===== src/rtl/ps2_pkg.sv =====
// Shared definitions for the PS/2 keyboard receiver: frame FSM states, scan-code
// prefixes and the Tetris key codes the cpu looks for.
package ps2_pkg;

  typedef enum logic [1:0] {
    StIdle   = 2'd0,
    StData   = 2'd1,
    StParity = 2'd2,
    StStop   = 2'd3
  } ps2_state_e;

  localparam logic [7:0] PS2_EXT = 8'hE0;
  localparam logic [7:0] PS2_BRK = 8'hF0;

  // Arrow keys arrive with the E0 prefix; space does not.
  localparam logic [7:0] KEY_LEFT  = 8'h6B;
  localparam logic [7:0] KEY_RIGHT = 8'h74;
  localparam logic [7:0] KEY_UP    = 8'h75;
  localparam logic [7:0] KEY_DOWN  = 8'h72;
  localparam logic [7:0] KEY_SPACE = 8'h29;

  typedef struct packed {
    logic [7:0] code;
    logic       brk;
    logic       ext;
  } key_event_t;

  // True when the vector holds an odd number of ones.
  function automatic logic odd_ones(input logic [8:0] v);
    return ^v;
  endfunction

endpackage


===== src/rtl/ps2_sync_edge.sv =====
// Synchronises the raw PS/2 lines into the clock domain and emits a registered
// one-cycle pulse on each PS2Clk falling edge, together with the data bit at that edge.
module ps2_sync_edge #(
  parameter int unsigned SYNC_STAGES = 2
) (
  input  logic clock,
  input  logic reset,
  input  logic ps2_clk,
  input  logic ps2_data,
  output logic fall_pulse,
  output logic data_sampled
);

  logic [SYNC_STAGES-1:0] clk_sync_q, clk_sync_d;
  logic [SYNC_STAGES-1:0] data_sync_q, data_sync_d;
  logic                   clk_prev_q, clk_prev_d;
  logic                   fall_q, fall_d;
  logic                   data_q, data_d;

  always_comb begin
    clk_sync_d  = {clk_sync_q[SYNC_STAGES-2:0], ps2_clk};
    data_sync_d = {data_sync_q[SYNC_STAGES-2:0], ps2_data};
    clk_prev_d  = clk_sync_q[SYNC_STAGES-1];
    fall_d      = clk_prev_q & ~clk_sync_q[SYNC_STAGES-1];
    data_d      = data_sync_q[SYNC_STAGES-1];
  end

  // Idle level of both PS/2 lines is high, so reset to 1 to avoid a false edge.
  always_ff @(posedge clock or posedge reset) begin
    if (reset) begin
      clk_sync_q  <= '1;
      data_sync_q <= '1;
      clk_prev_q  <= 1'b1;
      fall_q      <= 1'b0;
      data_q      <= 1'b1;
    end else begin
      clk_sync_q  <= clk_sync_d;
      data_sync_q <= data_sync_d;
      clk_prev_q  <= clk_prev_d;
      fall_q      <= fall_d;
      data_q      <= data_d;
    end
  end

  assign fall_pulse   = fall_q;
  assign data_sampled = data_q;

endmodule


===== src/rtl/ps2_keyboard_rx.sv =====
// PS/2 device-to-host receiver: deframes 11-bit frames, folds E0/F0 prefixes into
// key events and holds the latest event in a one-entry mailbox for the cpu.
module ps2_keyboard_rx
  import ps2_pkg::*;
#(
  parameter int unsigned TIMEOUT_CYCLES = 100000,
  parameter int unsigned SYNC_STAGES    = 2
) (
  input  logic       clock,
  input  logic       reset,
  input  logic       PS2Clk,
  input  logic       PS2Data,
  input  logic       key_ack,
  output logic [7:0] key_code,
  output logic       key_break,
  output logic       key_ext,
  output logic       key_pending,
  output logic       key_overrun,
  output logic       frame_error
);

  localparam int unsigned CntW = (TIMEOUT_CYCLES > 2) ? $clog2(TIMEOUT_CYCLES) : 1;
  localparam logic [CntW-1:0] CntMax = CntW'(TIMEOUT_CYCLES - 1);

  logic fall;
  logic din;

  ps2_sync_edge #(
    .SYNC_STAGES (SYNC_STAGES)
  ) u_sync_edge (
    .clock        (clock),
    .reset        (reset),
    .ps2_clk      (PS2Clk),
    .ps2_data     (PS2Data),
    .fall_pulse   (fall),
    .data_sampled (din)
  );

  ps2_state_e      state_q, state_d;
  logic [2:0]      bit_cnt_q, bit_cnt_d;
  logic [7:0]      shift_q, shift_d;
  logic            parity_q, parity_d;
  logic [CntW-1:0] tmo_cnt_q, tmo_cnt_d;
  logic            ext_flag_q, ext_flag_d;
  logic            brk_flag_q, brk_flag_d;
  logic [7:0]      key_code_q, key_code_d;
  logic            key_break_q, key_break_d;
  logic            key_ext_q, key_ext_d;
  logic            key_pending_q, key_pending_d;
  logic            key_overrun_q, key_overrun_d;
  logic            frame_error_q, frame_error_d;
  logic            byte_done;
  logic            key_event;

  always_comb begin
    state_d       = state_q;
    bit_cnt_d     = bit_cnt_q;
    shift_d       = shift_q;
    parity_d      = parity_q;
    tmo_cnt_d     = tmo_cnt_q;
    ext_flag_d    = ext_flag_q;
    brk_flag_d    = brk_flag_q;
    key_code_d    = key_code_q;
    key_break_d   = key_break_q;
    key_ext_d     = key_ext_q;
    key_pending_d = key_pending_q;
    key_overrun_d = 1'b0;
    frame_error_d = 1'b0;
    byte_done     = 1'b0;
    key_event     = 1'b0;

    if (fall) begin
      tmo_cnt_d = '0;
      unique case (state_q)
        StIdle: begin
          if (!din) begin
            state_d   = StData;
            bit_cnt_d = 3'd0;
          end else begin
            frame_error_d = 1'b1;
          end
        end
        StData: begin
          shift_d   = {din, shift_q[7:1]};
          bit_cnt_d = bit_cnt_q + 3'd1;
          if (bit_cnt_q == 3'd7) begin
            state_d = StParity;
          end
        end
        StParity: begin
          parity_d = din;
          state_d  = StStop;
        end
        StStop: begin
          state_d = StIdle;
          if (din && odd_ones({shift_q, parity_q})) begin
            byte_done = 1'b1;
          end else begin
            frame_error_d = 1'b1;
            ext_flag_d    = 1'b0;
            brk_flag_d    = 1'b0;
          end
        end
        default: state_d = StIdle;
      endcase
    end else if (state_q != StIdle) begin
      // A stalled keyboard must not leave the FSM stuck mid-frame.
      if (tmo_cnt_q == CntMax) begin
        state_d       = StIdle;
        tmo_cnt_d     = '0;
        frame_error_d = 1'b1;
        ext_flag_d    = 1'b0;
        brk_flag_d    = 1'b0;
      end else begin
        tmo_cnt_d = tmo_cnt_q + 1'b1;
      end
    end

    if (byte_done) begin
      if (shift_q == PS2_EXT) begin
        ext_flag_d = 1'b1;
      end else if (shift_q == PS2_BRK) begin
        brk_flag_d = 1'b1;
      end else begin
        key_event  = 1'b1;
        ext_flag_d = 1'b0;
        brk_flag_d = 1'b0;
      end
    end

    // A new event beats a simultaneous ack and only counts as overrun if unacked.
    if (key_event) begin
      key_code_d    = shift_q;
      key_break_d   = brk_flag_q;
      key_ext_d     = ext_flag_q;
      key_pending_d = 1'b1;
      key_overrun_d = key_pending_q & ~key_ack;
    end else if (key_ack) begin
      key_pending_d = 1'b0;
    end
  end

  always_ff @(posedge clock or posedge reset) begin
    if (reset) begin
      state_q       <= StIdle;
      bit_cnt_q     <= '0;
      shift_q       <= '0;
      parity_q      <= 1'b0;
      tmo_cnt_q     <= '0;
      ext_flag_q    <= 1'b0;
      brk_flag_q    <= 1'b0;
      key_code_q    <= '0;
      key_break_q   <= 1'b0;
      key_ext_q     <= 1'b0;
      key_pending_q <= 1'b0;
      key_overrun_q <= 1'b0;
      frame_error_q <= 1'b0;
    end else begin
      state_q       <= state_d;
      bit_cnt_q     <= bit_cnt_d;
      shift_q       <= shift_d;
      parity_q      <= parity_d;
      tmo_cnt_q     <= tmo_cnt_d;
      ext_flag_q    <= ext_flag_d;
      brk_flag_q    <= brk_flag_d;
      key_code_q    <= key_code_d;
      key_break_q   <= key_break_d;
      key_ext_q     <= key_ext_d;
      key_pending_q <= key_pending_d;
      key_overrun_q <= key_overrun_d;
      frame_error_q <= frame_error_d;
    end
  end

  assign key_code    = key_code_q;
  assign key_break   = key_break_q;
  assign key_ext     = key_ext_q;
  assign key_pending = key_pending_q;
  assign key_overrun = key_overrun_q;
  assign frame_error = frame_error_q;

endmodule


===== config.mk =====
export PLATFORM = sky130hd
export DESIGN_NAME = ps2_keyboard_rx
export DESIGN_NICKNAME = d
export VERILOG_FILES = /design/src/rtl/ps2_pkg.sv /design/src/rtl/ps2_sync_edge.sv /design/src/rtl/ps2_keyboard_rx.sv
export SDC_FILE = /design/constraint.sdc
export NUM_CORES = 1
export LEC_CHECK = 0
export ABC_AREA = 1
export CELL_PAD_IN_SITES_DETAIL_PLACEMENT = 1
export CELL_PAD_IN_SITES_GLOBAL_PLACEMENT = 2
export CORE_MARGIN = 2
export CORE_UTILIZATION = 30
export DETAILED_ROUTE_END_ITERATION = 10
export PLACE_DENSITY = 0.7
export SLEW_MARGIN = 15
export SYNTH_ARGS = -nofsm -noshare
export SYNTH_HDL_FRONTEND = slang
export SYNTH_SLANG_ARGS = --single-unit
export TNS_END_PERCENT = 50

===== constraint.sdc =====
create_clock -name clock -period 3.5 [get_ports clock]
set_clock_uncertainty 0.1 [all_clocks]
set_input_delay 0.875 -clock clock [delete_from_list [all_inputs] [get_ports clock]]
set_output_delay 0.875 -clock clock [all_outputs]
set_load 0.03 [all_outputs]

Yosys cells after proc, flatten, opt, wreduce, memory -nomap -nowiden
Cells that the tools add are included.

cells by class
  $add $sub $neg = 2
  multiplexer cells = 42
  reductions and logical operators = 12
  equal/unequal tests = 10
  bitwise logic cells = 4

operators with widths
  cell                                            number
  2-to-1 mux 17 bit                               3
  2-to-1 mux 1 bit                                30
  adder 17 x 1 -> 17 bit (second input constant)  1
  == test 17 bit (second input constant)          1
  == test 8 bit (second input constant)           2
  2-to-1 mux 2 bit                                5
  nonzero test 2 bit                              5
  XOR reduction 9 bit                             1
  case mux 2 bit (4 select lines)                 1
  != test 3 bit (second input constant)           2
  case mux 3 bit (2 select lines)                 1
  == test 2 bit (second input constant)           2
  AND reduction 2 bit                             2
  AND reduction 4 bit                             1
  adder 3 x 1 -> 3 bit (second input constant)    1
  == test 3 bit (second input constant)           1
  2-to-1 mux 3 bit                                1
  AND reduction 3 bit                             1
  AND 1 bit                                       2
  == test 2 x 1 -> 1 bit (second input constant)  1
  logical NOT 2 bit                               1
  != test 2 bit (second input constant)           1
  inverter 1 bit                                  2
  case mux 1 bit (2 select lines)                 1
  logical AND 1 bit                               1

storage, ports and cells
  output and inout bits = 13
  bits in registers = 53
  input port bits = 5

Logic depth before layout (Yosys ltp)
Gate-level depths: netlist of the first run.

  depth after elaboration = 8
  depth in mapped cells = 13
  gate-level depth less buffers = 13

Hierarchy
From an unflattened synthesis of the first run, not the netlist that was laid out.

unflattened totals
  cell total of the unflattened synthesis = 322
  area, all modules = 2642.5 µm²

by module, submodules not included
  module           sequential area each (µm²)  cells each  instances  area an instance (µm²)
  ps2_keyboard_rx  1151.1                      312         1          2446.1
  ps2_sync_edge    182.7                       10          1          196.4

Worst setup path after synthesis of the first run
No wires, ideal clock.

  path type = reg-to-reg
  start = register state_q[0]
  end = register tmo_cnt_q[15]
  arrival time = 1.541 ns
  path slack = 1.738 ns
  period minus slack after synthesis = 1.762 ns
  cell stages (with the launch flop) = 13
  path through = dfrtp_1 inv_1 ha_1 inv_2 nor2_4 inv_2 nand2_1 nor2_2 nand2_1 nor3_4 nand3b_1 nand2_1 a21oi_1

between the ends
  word-level cells in the longest chain between the ends = 2

ends and longest elaborated chain
  what                          line                    source
  start: declaration            ps2_keyboard_rx.sv:39   ps2_state_e state_q, state_d;
  start signal: assignment      ps2_keyboard_rx.sv:145  state_q <= StIdle;
  start signal: assignment      ps2_keyboard_rx.sv:159  state_q <= state_d;
  nonzero test 2 bit            ps2_keyboard_rx.sv:106  end else if (state_q != StIdle) begin
  nonzero test 2 bit (no line)  --
  end signal: assignment        ps2_keyboard_rx.sv:163  tmo_cnt_q <= tmo_cnt_d;
  end: declaration              ps2_keyboard_rx.sv:43   logic [CntW-1:0] tmo_cnt_q, tmo_cnt_d;

Every way passes these cells.
A chain may end at the register's enable or synchronous reset.

Worst setup path in the final report of the first run
  start = register key_code_q[0] (netlist: key_code[0])
  end = output port key_code[0]

RTL lines
  what                      line                    source
  start: declaration        ps2_keyboard_rx.sv:46   logic [7:0] key_code_q, key_code_d;
  start signal: assignment  ps2_keyboard_rx.sv:166  key_code_q <= key_code_d;
  end: declaration          ps2_keyboard_rx.sv:14   output logic [7:0] key_code,

No word-level cell between the ends.

==> summary.txt, run 1 <==
Run status
  – Status: finished clean

Critical path
  – Cell-by-cell listing of the critical path: clkdlybuf4s50_1
  – Setup crit start: key_code[0]
  – Worst reg2reg startpoint: state_q[0]
  – Highest fanout seen on the critical path: 2
  – Crit path max-delay family: buffers and inverters
  – Required time at the endpoint of the critical path: 2.52 ns
  – Count of buffer and inverter cells on the critical path: 1
  – Worst EP arrival: 1.35 ns
  – Register-to-Register Setup Slack: 1.26 ns
  – Critical path's slowest cell: clkdlybuf4s50_1
  – Capturing point of the worst reg2reg path: tmo_cnt_q[15]
  – CP Class: reg -> out
  – Endpoint class of the critical path: output port
  – Worst stage delay on the critical path: 0.67 ns
  – Logic depth of the worst register-to-register path: 12
  – Setup crit start kind: flop

Floorplan
  – Horizontal die dimension: 98.94 um
  – Top-level I/O count: 18
  – Area of the core: 8721 sq um
  – Die Y-Extent: 98.94 um
  – Die area: 9788 sq um
  – Starting Density: 31.00%
  – Row cnt: 34

Routing
  – Number of vias per cell after detailed routing: 4.695
  – 1st-pass router iterations: 4
  – Iteration-0 DRC Markers: 103
  – Remaining design rule violation count: 0
  – Aggregate routed wire length: 6260 um
  – Antenna-violating nets left: 0
  – Vias post-DR: 2,155
  – Average detailed-routed wire length per instance: 13.64 um

Global route
  – GRT overflow: 0
  – Number of global-route vias before repair: 2,204
  – Wire length of the first global-routing pass: 10,900 um
  – Largest net degree at the start of global routing: 33
  – Number of antenna violations at the first check in global routing: 0
  – Overall global routing resource usage: 13.72%

Clocking
  – Max Root-Sink Buffers: 2
  – Post-CTS Hold Buffers: 0
  – Worst-skew pair later-pin latency: 0.31 ns
  – Cell at the root of the clock tree: clkbuf_8
  – Number of gates resized after CTS: 0
  – Clock tree from TritonCTS: yes
  – Number of clock sinks: 53
  – Setup bufs post-CTS: 0
  – Clock transition at the register clock pins on the worst setup and hold paths after CTS: 0.11 ns
  – # H-tree levels: 2
  – Clock buffers created by TritonCTS: 5

Timing
  – Count of endpoints failing setup in the final report: 0
  – Minimum hold slack: 0.2607 ns
  – Max Slew Vio Count: 0
  – Fin worst setup slack: 1.171 ns
  – Hold Vio Cnt, Final: 0
  – Setup Total Neg Slack: 0 ns
  – Worst slew pin tran: 0.5238 ns
  – Peak Freq: 429.3 MHz
  – Unrepaired setup endpoints after global routing: false
  – Part of the cycle the worst path needs: 66.55%
  – Min Tclk post-route: 2.329 ns
  – Normalized max-slew margin: 65.00%

Logic synthesis
  – Distinct cell type count after synthesis: 32
  – Seq cells post-synth: 53
  – Synthesized net count: 341
  – Mapped Cells: 329
  – Netlist area before placement: 2704 sq um
  – Mapped Avg Cell Area: 8.218 sq um
  – Yosys synthesis warning count: 0
  – Portion of the post-synthesis area used by sequential elements: 49.33%

Layout
  – Most frequent cells in the layout: nand2_1 (95), dfrtp_1 (47), inv_1 (37)
  – Number of antenna repair diodes: 0
  – Synthesis-to-layout area growth: 13.93%
  – Final nets: 362
  – Layout fillers: 1,056
  – Final standard cell count with taps included and fillers excluded: 459
  – Layout cell share with drive strength beyond 1: 12.54%
  – Most common cell after layout, fill and taps aside: nand2_1
  – Register cell area after layout: 1334 sq um
  – Total area of multi-input combinational cells: 1159 sq um

Worst hold path
  – Hold depth: 0
  – Hold Path End: u_sync_edge.data_sampled
  – Start point of the worst hold path: u_sync_edge.data_sync_q[1]
  – Path type of the worst min-delay path: reg -> reg

Place
  – Cell total after placement: 451
  – Port Buffers: 17
  – Detailed placement HPWL: 4743 um
  – Global placement routability congestion: 0.7817
  – Post-Place Setup Slack: 1.282 ns

Job
  – Count of max-cap constraint violations: 0

Power
  – Leakage Power: 1.450 nW
  – Worst supply voltage drop on vdd: 0.2341 mV
  – Total design power: 1.967 mW
  – Pwr Density: 638.7 nW/um^2
[cell usage after synthesis]
cell type | n | share of area (%)
clkbuf_1 | 1 | 0.14
o21ai_2 | 8 | 2.6
ha_1 | 7 | 3.2
a31oi_1 | 2 | 0.46
a211oi_1 | 2 | 0.56
nand3b_1 | 1 | 0.28
nand2_2 | 4 | 0.93
nand2_1 | 95 | 13
nor2_1 | 23 | 3.2
inv_1 | 38 | 5.3
o21ai_0 | 15 | 2.8
nand4_1 | 14 | 3.2
inv_2 | 8 | 1.1
nand3_2 | 1 | 0.37
nor3_4 | 1 | 0.60
dfstp_2 | 6 | 5.8
buf_6 | 2 | 0.83
dfrtp_1 | 47 | 43
a21oi_1 | 11 | 2.0
o21ai_1 | 5 | 0.93
buf_2 | 1 | 0.18
nor4_1 | 3 | 0.69
buf_4 | 1 | 0.28
o31ai_1 | 1 | 0.28
nor2_4 | 1 | 0.42
nor3_2 | 2 | 0.74
nor2_2 | 1 | 0.23
xor2_1 | 1 | 0.32
o211a_1 | 1 | 0.37
nand4_4 | 1 | 0.79
nor3_1 | 7 | 1.3
nand3_1 | 18 | 3.3
[worst max path at each step]
stage | end | cells past startpoint
after CTS | key_code[0] | 1
after global routing | tmo_cnt_q[15] | 11
after floorplan | bit_cnt_q[0] | 1
after global placement | state_q[1] | 8
final | key_code[0] | 1
after detailed placement | tmo_cnt_q[15] | 12
[metrics by stage]
stage / instance area, sq um / utilization (%)
after floorplan: 2704 / -
after global placement: 2985 / 34.23
after detailed placement: 2985 / 34.23
after CTS: 3080 / 35.32
after global routing: 3080 / 35.32
final: 3080 / 35.32
[cell type report]
cell class / count / share of cell area, %
flip-flops and latches: 53 / 43.30
multi-input cells: 225 / 37.61
repair buffers: 19 / 6.011
inverters: 46 / 5.605
well taps: 108 / 4.387
clock buffers: 5 / 2.234
clock inverters: 3 / 0.8530
[report_power, final]
group / switching [mW] / internal (mW) / total [mW]
Sequential: 0.102 / 0.732 / 0.834
Clock: 0.225 / 0.147 / 0.372
Combinational: 0.495 / 0.267 / 0.762
Total: 0.822 / 1.15 / 1.97
[sequential cells by signal (all words and copies together) (netlist names)]
register	flops
bit_cnt_q	3
brk_flag_q	1
ext_flag_q	1
frame_error	1
key_break	1
key_code	8
key_ext	1
key_overrun	1
key_pending	1
parity_q	1
shift_q	8
state_q	2
tmo_cnt_q	17
u_sync_edge.clk_prev_q	1
u_sync_edge.clk_sync_q	2
u_sync_edge.data_sampled	1
u_sync_edge.data_sync_q	2
u_sync_edge.fall_pulse	1
[cell families after synthesis]
group,share of synthesized area (%)
AO/OA/AOI/OAI,9.995
XOR/XNOR,0.3240
adder cells (fa/ha/maj),3.239
buffers and inverters,7.820
flip-flops,49.33
AND/OR/NAND/NOR,29.29
[metal layers]
metal	track usage (%)	part of all wire, %	vias up
li1	-	-	1108
met1	20.43	52	1018
met2	20.89	44	25
met3	2.482	2.6	4
met4	2.845	0.54	0
met5	0	0	-
(Power assumes the default switching activity.)
==> run 2, diff against run 1 <==
==> constraint.sdc (replaced) <==
create_clock -name clock -period 2.4 [get_ports clock]
set_clock_uncertainty 0.1 [all_clocks]
set_input_delay 0.6 -clock clock [delete_from_list [all_inputs] [get_ports clock]]
set_output_delay 0.6 -clock clock [all_outputs]
set_load 0.03 [all_outputs]
==> summary.txt, run 2 (same netlist as run 1, synthesis figures left out) <==
Timing
  – Unrepaired setup endpoints after global routing: false (unchanged)
  – Worst slew pin tran: 0.4400 ns (was 0.5238 ns)
  – Max Slew Vio Count: 0 (unchanged)
  – Hold Vio Cnt, Final: 0 (unchanged)
  – Normalized max-slew margin: 70.39% (was 65.00%)
  – Count of endpoints failing setup in the final report: 0 (unchanged)
  – Setup Total Neg Slack: 0 ns (unchanged)
  – Peak Freq: 487.2 MHz
  – Minimum hold slack: 0.2623 ns (was 0.2607 ns)
  – Min Tclk post-route: 2.052 ns
  – Part of the cycle the worst path needs: 85.52%

Routing
  – Vias post-DR: 2,205 (was 2,155)
  – Number of vias per cell after detailed routing: 4.783 (was 4.695)
  – Iteration-0 DRC Markers: 103 (unchanged)
  – Remaining design rule violation count: 0 (unchanged)
  – Antenna-violating nets left: 0 (unchanged)
  – Aggregate routed wire length: 6368 um (was 6260 um)
  – Average detailed-routed wire length per instance: 13.81 um (was 13.64 um)
  – 1st-pass router iterations: 4 (unchanged)

Floorplan
  – Top-level I/O count: 18 (unchanged)
  – Row cnt: 34 (unchanged)
  – Horizontal die dimension: 98.94 um (unchanged)
  – Area of the core: 8721 sq um (unchanged)
  – Die Y-Extent: 98.94 um (unchanged)
  – Die area: 9788 sq um (unchanged)
  – Starting Density: 31.00% (unchanged)

Layout
  – Register bank with the most flops: tmo_cnt_q (unchanged)
  – Number of antenna repair diodes: 0 (unchanged)
  – Utilization after layout: 35.93% (was 35.32%)
  – Most common cell after layout, fill and taps aside: nand2_1 (unchanged)
  – Most frequent cells in the layout: nand2_1 (95), dfrtp_1 (47), inv_1 (37) (unchanged)
  – Number of flip-flops in the largest register: 17 (unchanged)
  – Final nets: 364 (was 362)
  – Synthesis-to-layout area growth: 15.87% (was 13.93%)
  – Layout cell share with drive strength beyond 1: 13.03% (was 12.54%)
  – Layout fillers: 1,041 (was 1,056)

Power
  – Total design power: 3.020 mW (was 1.967 mW)
  – Worst supply voltage drop on vdd: 0.3758 mV (was 0.2341 mV)
  – Pwr Density: 963.9 nW/um^2 (was 638.7 nW/um^2)
  – Leakage Power: 1.472 nW (was 1.450 nW)

Worst hold path
  – Hold depth: 0 (unchanged)
  – Hold Path End: u_sync_edge.data_sync_q[1] (was u_sync_edge.data_sampled)
  – Path type of the worst min-delay path: reg -> reg (unchanged)
  – Start point of the worst hold path: u_sync_edge.data_sync_q[0] (was u_sync_edge.data_sync_q[1])

Critical path
  – Logic depth of the worst register-to-register path: 12 (unchanged)
  – Worst EP arrival: 1.35 ns (about the same)
  – Endpoint class of the critical path: output port (unchanged)
  – Highest fanout seen on the critical path: 2 (unchanged)
  – Cell-by-cell listing of the critical path: clkdlybuf4s50_1 (unchanged)
  – Worst stage delay on the critical path: 0.67 ns (about the same)
  – Setup crit start kind: flop (unchanged)
  – Capturing point of the worst reg2reg path: tmo_cnt_q[15] (unchanged)
  – Register-to-Register Setup Slack: 0.38 ns (was 1.26 ns)
  – Crit path max-delay family: buffers and inverters (unchanged)
  – Required time at the endpoint of the critical path: 1.70 ns (was 2.52 ns)
  – CP Class: reg -> out (unchanged)
  – Count of buffer and inverter cells on the critical path: 1 (unchanged)
  – Worst reg2reg startpoint: state_q[0] (unchanged)
  – Setup crit start: key_break (was key_code[0])
  – Critical path's slowest cell: clkdlybuf4s50_1 (unchanged)

Global route
  – Number of global-route vias before repair: 2,378 (was 2,204)
  – GRT overflow: 0 (unchanged)
  – Largest net degree at the start of global routing: 54 (was 33)
  – Overall global routing resource usage: 14.53% (was 13.72%)
  – Wire length of the first global-routing pass: 11,560 um (was 10,900 um)
  – Number of antenna violations at the first check in global routing: 0 (unchanged)

Clocking
  – Clock tree from TritonCTS: yes (unchanged)
  – Max Root-Sink Buffers: 2 (unchanged)
  – # H-tree levels: 2 (unchanged)
  – Worst-skew pair later-pin latency: 0.31 ns (about the same)
  – Post-CTS Hold Buffers: 0 (unchanged)
  – Number of gates resized after CTS: 0 (unchanged)
  – Clock buffers created by TritonCTS: 5 (unchanged)
  – Setup bufs post-CTS: 0 (unchanged)
  – Cell at the root of the clock tree: clkbuf_8 (unchanged)
  – Number of clock sinks: 53 (unchanged)
  – Clock transition at the register clock pins on the worst setup and hold paths after CTS: 0.10 ns (was 0.11 ns)

Run status
  – Status: finished clean (unchanged)

Job
  – Count of max-cap constraint violations: 0 (unchanged)

Place
  – Port Buffers: 17 (unchanged)
  – Detailed placement HPWL: 4748 um (was 4743 um)
  – Global placement routability congestion: 0.7294 (was 0.7817)
[run 2: changes by cell type in the layout (fill, tap and decap cells not counted)]
cell	before	now
clkinv_4	2	0
bufinv_16	0	1
buf_4	2	3
inv_6	1	0
clkinvlp_4	0	1
clkbuf_8	5	6
buf_12	0	1
[run 2: worst max path at each step]
| stage | endpoint | slack (ns) | depth (start not counted) |
|---|---|---|---|
| 3_3_place_gp | tmo_cnt_q[15] | 0.33 | 12 |
| 3_5_place_dp | tmo_cnt_q[15] | 0.36 | 12 |
| 6_report | key_break | 0.35 | 1 |
| 4_1_cts | key_code[2] | 0.33 | 1 |
| 5_1_grt | tmo_cnt_q[15] | 0.12 | 12 |
| 2_1_floorplan | bit_cnt_q[0] | 0.42 | 1 |
[run 2: per-layer routing]
| metal | track usage (%) | wire length (um) |
|---|---|---|
| met4 | 3.161 | 64 |
| met2 | 22.71 | 2791 |
| met1 | 21.10 | 3331 |
| met3 | 2.553 | 180 |
| met5 | 0 | 0 |
[run 2: per-stage QoR]
stage	instance area, sq um	instances	worst slack (ns)
2_1_floorplan	2704	329	0.4237
3_3_place_gp	3013	453	0.3252
3_5_place_dp	3013	453	0.3569
4_1_cts	3133	461	0.3284
5_1_grt	3133	461	0.1246
6_report	3133	461	0.3476
[run 2: cell type report]
cell class                 instances  area, sq um  area share [%]
timing repair buffer              21        212.7           6.789
clock buffer                       6        82.58           2.636
clock inverter                     2        37.54           1.198
tap                              108        135.1           4.313
sequential                        53         1334           42.57
multi-input combinational        225         1159           36.98
inverter                          46        172.7           5.511
[run 2: report_power, final]
| group | internal [mW] | switching [mW] |
|---|---|---|
| combinational | 0.412 | 0.736 |
| clock | 0.340 | 0.312 |
| sequential | 1.07 | 0.151 |
| total | 1.82 | 1.20 |
